==> config.mk <==
export PLATFORM = sky130hd
export DESIGN_NAME = pll_lock_supervisor
export DESIGN_NICKNAME = d
export VERILOG_FILES = /design/src/rtl/pll_lock_supervisor.sv
export SDC_FILE = /design/constraint.sdc
export NUM_CORES = 1
export LEC_CHECK = 0
export ABC_CLOCK_PERIOD_IN_PS = 2800
export BUFFER_PORTS_ARGS = -buffer_cell sky130_fd_sc_hd__clkbuf_2
export CORE_MARGIN = 1
export CORE_UTILIZATION = 50
export CTS_CLUSTER_SIZE = 8
export DETAILED_ROUTE_END_ITERATION = 12
export MAX_ROUTING_LAYER = met4
export PLACE_DENSITY = 0.69
export SYNTH_ARGS = -nofsm -noshare
export SYNTH_HDL_FRONTEND = slang
export SYNTH_SLANG_ARGS = --single-unit
==> constraint.sdc <==
create_clock -name clkin -period 2.8 [get_ports clkin]
set_input_delay 0.56 -clock clkin [delete_from_list [all_inputs] [get_ports clkin]]
set_output_delay 0.56 -clock clkin [all_outputs]
set_load 0.005 [all_outputs]
==> src/rtl/pll_lock_supervisor.sv <==
// pll_lock_supervisor
//
// Supervises a set of PLL lock flags from the free-running crystal clock.
// It pulses the PLL reset, debounces the combined lock, then releases the
// per-domain resets one at a time. A lock loss after release has started
// pulls every domain back into reset and waits for the PLL to relock. A PLL
// that never locks is re-reset after a timeout.
//
// Ports
//   clkin      : crystal clock, the only clock in the block
//   rst_n      : asynchronous active-low reset
//   lock       : raw PLL lock flags, asynchronous to clkin
//   pll_rst    : active-high reset to all PLLs (registered)
//   dom_rst_n  : active-low domain resets, released in index order (registered)
//   all_locked : high only while every domain is released and lock holds
//   loss_cnt   : saturating count of lock losses after release began
//   retry_cnt  : saturating count of lock timeouts
//   state      : debug encoding PLL_RST=0, WAIT_LOCK=1, RELEASE=2, RUN=3
module pll_lock_supervisor #(
    parameter int                N_PLL       = 3,
    parameter logic [N_PLL-1:0]  LOCK_MASK   = '1,
    parameter int                N_DOM       = 4,
    parameter int                STABLE_CYC  = 1024,
    parameter int                STAGGER_CYC = 8,
    parameter int                PLL_RST_CYC = 16,
    parameter int                TIMEOUT_CYC = 1048576,
    parameter int                CNT_W       = 8
) (
    input  logic              clkin,
    input  logic              rst_n,
    input  logic [N_PLL-1:0]  lock,
    output logic              pll_rst,
    output logic [N_DOM-1:0]  dom_rst_n,
    output logic              all_locked,
    output logic [CNT_W-1:0]  loss_cnt,
    output logic [CNT_W-1:0]  retry_cnt,
    output logic [2:0]        state
);

    localparam int PR_W  = (PLL_RST_CYC > 1) ? $clog2(PLL_RST_CYC) : 1;
    localparam int STB_W = (STABLE_CYC  > 1) ? $clog2(STABLE_CYC)  : 1;
    localparam int TMO_W = (TIMEOUT_CYC > 1) ? $clog2(TIMEOUT_CYC) : 1;
    localparam int STG_W = (STAGGER_CYC > 1) ? $clog2(STAGGER_CYC) : 1;

    localparam logic [PR_W-1:0]  PR_LAST   = PR_W'(PLL_RST_CYC - 1);
    localparam logic [STB_W-1:0] STB_LAST  = STB_W'(STABLE_CYC - 1);
    localparam logic [TMO_W-1:0] TMO_LAST  = TMO_W'(TIMEOUT_CYC - 1);
    localparam logic [STG_W-1:0] STG_LAST  = STG_W'(STAGGER_CYC - 1);
    localparam logic [N_DOM-1:0] DOM_FIRST = N_DOM'(1);

    typedef enum logic [2:0] {
        S_PLL_RST   = 3'd0,
        S_WAIT_LOCK = 3'd1,
        S_RELEASE   = 3'd2,
        S_RUN       = 3'd3
    } state_t;

    state_t             st, st_nxt;
    logic [N_PLL-1:0]   sync_p0, sync_p1;
    logic               lock_s;
    logic [PR_W-1:0]    pr_cnt, pr_nxt;
    logic [STB_W-1:0]   stb_cnt, stb_nxt;
    logic [TMO_W-1:0]   tmo_cnt, tmo_nxt;
    logic [STG_W-1:0]   stg_cnt, stg_nxt;
    logic               pll_rst_nxt;
    logic [N_DOM-1:0]   dom_nxt;
    logic               all_nxt;
    logic [CNT_W-1:0]   loss_nxt, retry_nxt;

    function automatic logic [CNT_W-1:0] sat_inc(input logic [CNT_W-1:0] v);
        return (&v) ? v : v + 1'b1;
    endfunction

    // Masked-out lock inputs count as permanently locked.
    assign lock_s = &(sync_p1 | ~LOCK_MASK);
    assign state  = st;

    always_ff @(posedge clkin or negedge rst_n) begin
        if (!rst_n) begin
            sync_p0    <= '0;
            sync_p1    <= '0;
            st         <= S_PLL_RST;
            pr_cnt     <= '0;
            stb_cnt    <= '0;
            tmo_cnt    <= '0;
            stg_cnt    <= '0;
            pll_rst    <= 1'b1;
            dom_rst_n  <= '0;
            all_locked <= 1'b0;
            loss_cnt   <= '0;
            retry_cnt  <= '0;
        end else begin
            // stage p0 -> p1: two-flop lock synchroniser
            sync_p0    <= lock;
            sync_p1    <= sync_p0;
            st         <= st_nxt;
            pr_cnt     <= pr_nxt;
            stb_cnt    <= stb_nxt;
            tmo_cnt    <= tmo_nxt;
            stg_cnt    <= stg_nxt;
            pll_rst    <= pll_rst_nxt;
            dom_rst_n  <= dom_nxt;
            all_locked <= all_nxt;
            loss_cnt   <= loss_nxt;
            retry_cnt  <= retry_nxt;
        end
    end

    // All outputs are computed here and registered above, so each output
    // changes on the same edge as the state it belongs to and never glitches.
    always_comb begin
        st_nxt      = st;
        pr_nxt      = pr_cnt;
        stb_nxt     = stb_cnt;
        tmo_nxt     = tmo_cnt;
        stg_nxt     = stg_cnt;
        pll_rst_nxt = pll_rst;
        dom_nxt     = dom_rst_n;
        all_nxt     = all_locked;
        loss_nxt    = loss_cnt;
        retry_nxt   = retry_cnt;
        case (st)
            S_PLL_RST: begin
                pll_rst_nxt = 1'b1;
                dom_nxt     = '0;
                all_nxt     = 1'b0;
                if (pr_cnt == PR_LAST) begin
                    st_nxt      = S_WAIT_LOCK;
                    pll_rst_nxt = 1'b0;
                    pr_nxt      = '0;
                    stb_nxt     = '0;
                    tmo_nxt     = '0;
                end else begin
                    pr_nxt = pr_cnt + 1'b1;
                end
            end
            S_WAIT_LOCK: begin
                // Release wins over timeout when both land on one cycle.
                if (lock_s && (stb_cnt == STB_LAST)) begin
                    st_nxt  = S_RELEASE;
                    dom_nxt = DOM_FIRST;
                    stg_nxt = '0;
                end else if (tmo_cnt == TMO_LAST) begin
                    st_nxt      = S_PLL_RST;
                    pll_rst_nxt = 1'b1;
                    pr_nxt      = '0;
                    retry_nxt   = sat_inc(retry_cnt);
                end else begin
                    tmo_nxt = tmo_cnt + 1'b1;
                    stb_nxt = lock_s ? stb_cnt + 1'b1 : '0;
                end
            end
            S_RELEASE, S_RUN: begin
                // The PLL is left to relock on its own after a loss.
                if (!lock_s) begin
                    st_nxt   = S_WAIT_LOCK;
                    dom_nxt  = '0;
                    all_nxt  = 1'b0;
                    stb_nxt  = '0;
                    tmo_nxt  = '0;
                    loss_nxt = sat_inc(loss_cnt);
                end else if (st == S_RELEASE) begin
                    if (stg_cnt == STG_LAST) begin
                        stg_nxt = '0;
                        if (dom_rst_n[N_DOM-1]) begin
                            st_nxt  = S_RUN;
                            all_nxt = 1'b1;
                        end else begin
                            // Thermometer fill: release the next index.
                            dom_nxt = (dom_rst_n << 1) | DOM_FIRST;
                        end
                    end else begin
                        stg_nxt = stg_cnt + 1'b1;
                    end
                end
            end
            default: begin
                st_nxt      = S_PLL_RST;
                pll_rst_nxt = 1'b1;
                dom_nxt     = '0;
                all_nxt     = 1'b0;
                pr_nxt      = '0;
            end
        endcase
    end

endmodule

==> results by group <==
Power
  – Max VDD drop: 0.378 mV
  – Leak Pwr: between 1.5 and 2 nW
  – Post-layout total power: approximately 1.9 mW
  – Pwr dens: a little under 500 nW/um^2

Place
  – Post-DP HPWL: approximately 4700 um
  – Pre-CTS setup slack: 0.352 ns
  – Placer Congestion: 0.798
  – I/O Buffers: 28

Yosys
  – Netlist cell types: 57
  – Synthesis-stage register bit count: 67
  – Cell area after synthesis: around 3400 um^2
  – Ys flop type: dfrtp_1
  – Seq/Total Area, Yosys: about half
  – Synthesized Nets: roughly 350
  – Avg Cell Area, Syn: around 10 um^2
  – Synth warn: 0
  – Ys async rst share: between 90% and 100%
  – Synth Instances: between 300 and 400
  – EDFF count, synth: 0

Die
  – Die Span Y: ~85 um
  – Chip width: roughly 85 um
  – Die footprint: between 7000 and 8000 um^2
  – # rows: 29
  – Initial Utilization: 52.7%
  – Io pins: 30
  – Core area: 6490 um^2

Worst setup path
  – Setup Crit Path Kind: reg -> reg
  – CP required: slightly above 3 ns
  – Top fanout value on the critical path: 10
  – WP data arrival: approximately 2.8 ns
  – Startpoint types: flop
  – Crit end category: flop

Cells and area
  – Nets@finish: approximately 380
  – Most common cell after layout, fill and taps aside: dfrtp_1
  – # fillers: ~560
  – Ant. Diodes: 0
  – Most frequent cells in the layout: dfrtp_1 (66), nand2_1 (28), clkbuf_2 (27)
  – Syn-to-layout area delta: 12.9%
  – Share of cells above drive strength 1: ~17%

Clock tree
  – Clk sinks: 67
  – CTS tree: done
  – CTS buffer count: 9
  – Clk Latency, worst-skew pair: 0.34 ns
  – Max Root-Sink Buffers: 2
  – CTS H-tree depth: 3
  – Hold_buf cts: 0
  – # Post-CTS Setup Buffers: 0
  – # resized after CTS: 0
  – CTS Root Cell: clkbuf_8
  – Worst-path clk slew: about 0.08 ns

STA
  – Final hold vios: 0
  – Final min period: 2.48 ns
  – F_max: 403 MHz
  – Final critical-path share of the clock period: between 80% and 90%
  – RSZ-0062 raised after global routing: no
  – Setup TNS: 0 ns
  – Final setup fails: 0
  – Least-Margin Pin Slew: 0.569 ns
  – Worst slew margin: 62.1%
  – Skew final: 0.00580 ns
  – Final Max Slew Viols: 0
  – Final WS setup: approximately 0.32 ns

Global route
  – Vias in the first global route: ~2500
  – GRT Total Usage: between 20% and 30%
  – GR Overflow Total: 0
  – Initial antenna violation count: 0
  – Pin count of the biggest net entering global routing: 45
  – First-pass GRT wire length: about 12000 um

Routing
  – Starting DRT DRC Count: 119
  – Antenna-violating nets left: 0
  – Residual DRC count: 0
  – Via count: around 2600
  – Vias per cell: 5.96
  – DR pass1 iterations: 4
  – WL/cell: 15.5 um
  – Total Wirelength: approximately 7000 um

Job
  – Max-cap violations: 0

Worst hold path
  – Hold Crit Class: in -> async

Status
  – Status: finished, final reports clean
area by class of cell:
cell class	count	area, um^2	area share, %
timing repair buffer	32	183	4.72
tap	77	96.3	2.49
multi-input combinational	242	1650	42.7
clock inverter	6	88.8	2.30
sequential	67	1680	43.4
clock buffer	10	138	3.56
inverter	9	33.8	0.873
synth_stat cells, types with 3 or more instances:
cell type	n	area share (%)
nand2_1	28	3.1
nor4_1	3	0.55
clkbuf_1	4	0.44
or3_1	13	2.4
nand3_1	21	3.1
nand4_1	11	2.0
a22o_1	6	1.5
nor2_1	12	1.3
ha_1	12	4.4
and4_1	5	1.3
a21oi_1	26	3.8
and2_1	3	0.55
and3_1	6	1.1
inv_1	9	0.99
o21ai_1	4	0.58
or4_1	11	2.4
o31ai_1	11	2.4
xor2_1	5	1.3
xnor2_1	10	2.6
o21ai_0	17	2.5
dfrtp_1	66	48
worst max-delay path, stage by stage (launching register included):
cell and delay (ns):
dfrtp_1 0.43, inv_1 0.10, ha_1 0.24, o2111a_1 0.37
a21oi_4 0.25, nand4_1 0.36, or4_1 0.50, a21oi_1 0.15
per-layer routing:
| layer | track usage, % | up-vias | part of all wire, % |
|---|---|---|---|
| met5 | - | - | 0 |
| met4 | 7.86 | 0 | 1.2 |
| met3 | 4.72 | 8 | 3.1 |
| met2 | 33.6 | 44 | 48 |
| met1 | 27.5 | 1291 | 48 |
| li1 | - | 1296 | - |
power breakdown:
part	switching, mW	leakage, nW	internal [mW]
logic	0.0238	0.735	0.00670
registers	0.00347	0.904	0.972
clock network	0.386	0.108	0.525
total	0.413	1.75	1.50
final timing paths:
kind	startpoint	endpoint	cells past startpoint	slack, ns
setup / recovery	state[0]	tmo_cnt[16]	7	0.32
hold / removal	rst_n	stb_cnt[3]	1	0.20
setup reg to reg	state[0]	tmo_cnt[16]	7	0.32
hold reg to reg	sync_p0[2]	sync_p1[2]	0	0.35
max in group asynchronous	rst_n	loss_cnt[3]	2	1.97
min in group clkin	lock[1]	sync_p0[1]	1	0.32
through the flow:
stage / cells / hold slack [ns] / cell area, um^2 / util [%]
2_1_floorplan: 328 / 0.264 / 3430 / -
6_report: 443 / 0.201 / 3870 / 59.6
5_1_grt: 443 / 0.222 / 3870 / 59.6
3_3_place_gp: 427 / 0.337 / 3640 / 56.1
3_5_place_dp: 427 / 0.336 / 3640 / 56.1
4_1_cts: 443 / 0.209 / 3870 / 59.6
kinds of logic (layout without fill, tap and decap cells):
group                    count (synthesis)  after routing  synth area share, %
AO/OA/AOI/OAI                           86             86                 17.5
XOR/XNOR                                15             15                 3.83
adder cells (fa/ha/maj)                 12             12                 4.38
buffers and inverters                   19             57                 2.81
flip-flops                              67             67                 49.0
multiplexers                             4              4                 1.28
other                                    1              1                0.109
AND/OR/NAND/NOR                        124            124                 21.1
sequential cells by signal, indices dropped and copies added, names as in the netlist:
signal      count
all_locked      1
dom_rst_n       4
loss_cnt        8
pll_rst         1
pr_cnt          4
retry_cnt       8
state           2
stb_cnt        10
stg_cnt         3
sync_p0         3
sync_p1         3
tmo_cnt        20
Power figures use the tool's default switching activity.
